$ cat src/rtl/opc7_bus_arbiter_pkg.sv
// Shared opc7 definitions: bus widths, owner codes and arbiter FSM states.
package opc7_bus_arbiter_pkg;

    localparam int AW_DEF = 20;
    localparam int DW_DEF = 32;

    localparam logic [1:0] OWN_NONE = 2'd0;
    localparam logic [1:0] OWN_CPU  = 2'd1;
    localparam logic [1:0] OWN_DMA  = 2'd2;

    typedef enum logic [1:0] {
        ARB      = 2'd0,
        HOLD_CPU = 2'd1,
        HOLD_DMA = 2'd2
    } arb_state_t;

endpackage

$ cat src/rtl/opc7_bus_arbiter_starve_cnt.sv
// Saturating count of cycles the DMA requester has waited without owning the bus.
module opc7_starve_cnt #(
    parameter int MAX_WAIT = 4
) (
    input  logic clk,
    input  logic reset_b,
    input  logic inc,
    input  logic clr,
    output logic at_max
);

    localparam logic [7:0] MAX = 8'(MAX_WAIT);

    logic [7:0] wait_cnt;

    always_ff @(posedge clk or negedge reset_b) begin
        if (!reset_b) begin
            wait_cnt <= 8'd0;
        end else if (clr) begin
            wait_cnt <= 8'd0;
        end else if (inc && wait_cnt != MAX) begin
            wait_cnt <= wait_cnt + 8'd1;
        end
    end

    assign at_max = (wait_cnt == MAX);

endmodule

$ cat src/rtl/opc7_bus_arbiter.sv
// Shares the opc7 memory bus between the CPU and a DMA requester;
// CPU I/O cycles bypass arbitration and go straight to the I/O port.
module opc7_bus_arbiter
    import opc7_bus_arbiter_pkg::*;
#(
    parameter int AW       = AW_DEF,
    parameter int DW       = DW_DEF,
    parameter int MAX_WAIT = 4
) (
    input  logic          clk,
    input  logic          reset_b,
    input  logic [AW-1:0] cpu_address,
    input  logic [DW-1:0] cpu_dout,
    input  logic          cpu_rnw,
    input  logic          cpu_vpa,
    input  logic          cpu_vda,
    input  logic          cpu_vio,
    output logic [DW-1:0] cpu_din,
    output logic          cpu_clken,
    input  logic          dma_req,
    input  logic          dma_we,
    input  logic [AW-1:0] dma_addr,
    input  logic [DW-1:0] dma_wdata,
    output logic          dma_ack,
    output logic [DW-1:0] dma_rdata,
    output logic          mem_en,
    output logic          mem_we,
    output logic [AW-1:0] mem_addr,
    output logic [DW-1:0] mem_wdata,
    input  logic [DW-1:0] mem_rdata,
    input  logic          mem_ready,
    output logic          io_en,
    output logic          io_we,
    output logic [AW-1:0] io_addr,
    output logic [DW-1:0] io_wdata,
    input  logic [DW-1:0] io_rdata,
    input  logic          io_ready
);

    arb_state_t state;
    arb_state_t state_nx;
    logic [1:0] owner;
    logic       cpu_mem;
    logic       cpu_io;
    logic       at_max;
    logic       grant;

    assign cpu_mem = cpu_vpa | cpu_vda;
    assign cpu_io  = cpu_vio;

    always_ff @(posedge clk or negedge reset_b) begin
        if (!reset_b) begin
            state <= ARB;
        end else begin
            state <= state_nx;
        end
    end

    // In ARB a starving DMA, or an idle CPU, lets the DMA take the bus.
    always_comb begin
        owner    = OWN_NONE;
        state_nx = state;
        unique case (state)
            ARB: begin
                if (dma_req && (at_max || !cpu_mem)) begin
                    owner = OWN_DMA;
                end else if (cpu_mem) begin
                    owner = OWN_CPU;
                end else if (dma_req) begin
                    owner = OWN_DMA;
                end
                if (!mem_ready) begin
                    if (owner == OWN_CPU) begin
                        state_nx = HOLD_CPU;
                    end else if (owner == OWN_DMA) begin
                        state_nx = HOLD_DMA;
                    end
                end
            end
            HOLD_CPU: begin
                owner = OWN_CPU;
                if (mem_ready) begin
                    state_nx = ARB;
                end
            end
            HOLD_DMA: begin
                owner = OWN_DMA;
                if (mem_ready) begin
                    state_nx = ARB;
                end
            end
            default: begin
                state_nx = ARB;
            end
        endcase
    end

    assign grant = reset_b && (owner != OWN_NONE);

    assign mem_en    = grant;
    assign mem_we    = grant && ((owner == OWN_DMA) ? dma_we : !cpu_rnw);
    assign mem_addr  = (owner == OWN_DMA) ? dma_addr : cpu_address;
    assign mem_wdata = (owner == OWN_DMA) ? dma_wdata : cpu_dout;

    assign dma_ack   = grant && (owner == OWN_DMA) && mem_ready;
    assign dma_rdata = mem_rdata;

    // Held high in reset so the CPU's reset synchroniser keeps stepping.
    assign cpu_clken = !reset_b
                     || ((owner == OWN_CPU) && mem_ready)
                     || (cpu_io && io_ready)
                     || (!cpu_mem && !cpu_io);
    assign cpu_din   = cpu_io ? io_rdata : mem_rdata;

    assign io_en    = reset_b && cpu_io;
    assign io_we    = reset_b && cpu_io && !cpu_rnw;
    assign io_addr  = cpu_address;
    assign io_wdata = cpu_dout;

    opc7_starve_cnt #(
        .MAX_WAIT(MAX_WAIT)
    ) u_starve (
        .clk    (clk),
        .reset_b(reset_b),
        .inc    (dma_req && (owner != OWN_DMA)),
        .clr    (dma_ack || !dma_req),
        .at_max (at_max)
    );

endmodule

$ cat config.mk
export PLATFORM = sky130hd
export DESIGN_NAME = opc7_bus_arbiter
export DESIGN_NICKNAME = d
export VERILOG_FILES = /design/src/rtl/opc7_bus_arbiter_pkg.sv /design/src/rtl/opc7_bus_arbiter_starve_cnt.sv /design/src/rtl/opc7_bus_arbiter.sv
export SDC_FILE = /design/constraint.sdc
export NUM_CORES = 1
export LEC_CHECK = 0
export CAP_MARGIN = 40
export CORE_AREA = 2 2 136 138
export DETAILED_ROUTE_END_ITERATION = 16
export DIE_AREA = 0 0 138 140
export PLACE_DENSITY_LB_ADDON = 0.2
export SLEW_MARGIN = 30
export SYNTH_ARGS = -nofsm -noshare
export SYNTH_HDL_FRONTEND = slang
export SYNTH_SLANG_ARGS = --single-unit
export TNS_END_PERCENT = 5
$ cat constraint.sdc
create_clock -name clk -period 2.85 [get_ports clk]
set_input_delay 0.57 -clock clk [delete_from_list [all_inputs] [get_ports clk]]
set_output_delay 0.57 -clock clk [all_outputs]
set_load 0.01 [all_outputs]
==> qor.csv <==
metric;value;unit
status;finished, violations left;
failing checks;negative setup slack;
Yosys top cell by area;mux2_4;
post-placement cell count;797;
CP arrival;2.47;ns
average size of a mapped cell;9.97;um^2
commonest non-fill, non-tap cell in the layout;clkdlybuf4s50_1;
Yosys cell types;39;
# DRC;0;
design area;6230;um^2
GRT overflow;0;
CP startpoint kind;input pin;
hold crit path type;reg2reg;
# H-tree levels;1;
Routed Antenna Nets;0;
worst reg2reg path startpoint;u_starve.wait_cnt[0];
post-DR wirelength/cell;18.3;um
RSZ-0062 raised after global routing;yes;
Via Count;3271;
GR Util All Layers;14.4;%
Ys Warns;0;
die height;140;um
FF+latch count, synth;10;
met2 Use GR;29.3;%
routability cong.;0.820;
Cell Area, Synth;2690;um^2
Post-synth ARST share;100;%
post-placement cell area;6070;um^2
fmax;329;MHz
Final Hold Slack;0.619;ns
switch share;36.2;%
met1 usage;14.8;%
critical path class;in2out;
Post-Layout Cell Count;818;
clk_skew;0.00314;ns
Clock transition at path regs;0.04;ns
Final WS setup;-0.194;ns
Initial Util;15.1;%
combinational power share;82.1;%
first-pass GRT wire length;21600;um
CTS tree;built;
Max FO, Critical Path;4;
Post-Place Worst Slack;-0.609;ns
CTS max path bufs;2;
Worst-Margin Slew;0.556;ns
FF-to-FF End;u_starve.wait_cnt[7];
VDD IR max;0.168;mV
top-area cell type share of the netlist area;27.9;%
crit path time final;3.04;ns
estimated wirelength of the detail-placed design;12600;um
die area;19300;um^2
clock latency on the worst-skew pair;0.24;ns
final-report hold violation count;0;
Reg power frac;7.0;%
ant diodes;0;
max-cap violations;0;
syn nets;451;
Slew Viols, Final;0;
Area Growth Syn to Fin;132;%
Crit. End Element;output port;
Pwr Total;2.59;mW
share of cells above drive strength 1;36.0;%
number of flops mapped to enable cells by yosys;0;
R2R cell count;10;
CTS root buf;clkbuf_16;
Clock Power Share;10.9;%
Slew HR;62.6;%
post-synthesis sequential area ratio;9.30;%
vias per std cell;4.00;
core area;17800;um^2
IO buf count;351;
ys flop type;dfrtp_1;
I/O Pins;352;
Worst Path Required;2.28;ns
crit path to;mem_wdata[22];
ranking of synthesized cells by area;mux2_4 28%, buf_4 24%, mux2_2 14%;
first-pass iteration count of the detailed router;4;
Final period util;107;%
pwr dens;415;nW/um^2
Worst R2R Setup Slack;0.82;ns
initial drt markers;57;
initial antenna violation count;0;
Setup violations, final;3;
GR peak layer;met2;
final WL;15000;um
CTS Buf Count;3;
highest-count cells in the layout ignoring fill and taps;292 x clkdlybuf4s50_1, 50 x mux2_4, 44 x buf_4;
TNS Setup;-0.221;ns
P_int;1.65;mW
met3 Use GR;4.38;%
cts-stage hold buffer count;0;
Post-Synthesis Cells;270;
Final Util;35.1;%
Critical path origin;cpu_vda;
Layout Nets;771;
clk sinks;10;
net switching power;936;uW
Lkg Pwr;2.65;nW
die width;138;um
vias in the first global route;3517;
largest net degree at the start of global routing;32;
Rows;49;
-- layer usage --
metal,part of all wire [%],vias to the layer above
li1,-,1531
met1,35,1514
met2,55,219
met3,9.1,7
met4,0.82,0
met5,0,-
-- Yosys cell counts, types with 2 or more instances --
| cell | instances |
|---|---|
| nor2_1 | 3 |
| or3_1 | 3 |
| ha_1 | 3 |
| nand2_1 | 7 |
| clkbuf_1 | 3 |
| inv_1 | 7 |
| o21ai_0 | 7 |
| and2_1 | 2 |
| nor3_1 | 3 |
| a21boi_0 | 2 |
| buf_12 | 5 |
| mux2_4 | 50 |
| dfrtp_1 | 10 |
| o31ai_1 | 5 |
| a21oi_2 | 2 |
| or4_1 | 3 |
| mux2_2 | 34 |
| buf_4 | 85 |
| nand3_1 | 5 |
| a21oi_1 | 5 |
| a211oi_1 | 7 |
| nand4_1 | 2 |
-- flip-flops by register name, summed over array words and instances (netlist names) --
| name | count |
|---|---|
| state | 2 |
| u_starve.wait_cnt | 8 |
-- power groups by stage --
stage               logic, mW  registers, mW  clock network, mW
global route             2.26          0.184              0.299
floorplan                1.02          0.187                  0
detailed placement       2.02          0.181                  0
CTS                      2.20          0.182              0.287
finish                   2.12          0.182              0.282
global placement         2.01          0.180                  0
-- critical path: stages --
cell and delay, ns:
clkdlybuf4s15_2 0.19, o21a_2 0.20, or3_4 0.47, nand2_8 0.12
buf_12 0.12, buf_8 0.11, buf_6 0.09, buf_6 0.08
buf_6 0.09, mux2_4 0.30, buf_6 0.12
-- how the worst min path moves through the flow --
stage,to,slack [ns],startpoint,cells past startpoint
final,u_starve.wait_cnt[7],0.62,u_starve.wait_cnt[7],2
after global routing,u_starve.wait_cnt[7],0.64,u_starve.wait_cnt[7],2
after floorplan,state[0],0.27,reset_b,0
after global placement,u_starve.wait_cnt[7],0.59,u_starve.wait_cnt[7],2
after detailed placement,u_starve.wait_cnt[7],0.61,u_starve.wait_cnt[7],2
after CTS,u_starve.wait_cnt[7],0.61,u_starve.wait_cnt[7],2
-- layout make-up --
class	instances	area, um^2
multi-input combinational	160	1750
inverter	7	26.3
timing repair buffer	408	3830
sequential	10	250
fill	1823	11500
clock buffer	4	88.8
tap	229	287
-- timing repair --
item                       in CTS  in global routing
gates resized for setup       130                 72
setup endpoints to repair      56                 56
pin swaps                       7                  3
setup buffers                  15                  0
cloned                          3                  0
-- logic make-up after synthesis --
family | count (synthesis) | share of synthesized area, %
DFF | 10 | 9.30
AOI/OAI and AO/OA | 33 | 8.32
xor gates and xnor gates | 1 | 0.325
buffers and inverters | 102 | 29.1
muxes | 85 | 42.5
adders and majority gates | 3 | 1.39
and+or+nand+nor | 36 | 9.02
No activity file was read; power rests on OpenSTA's default activity.
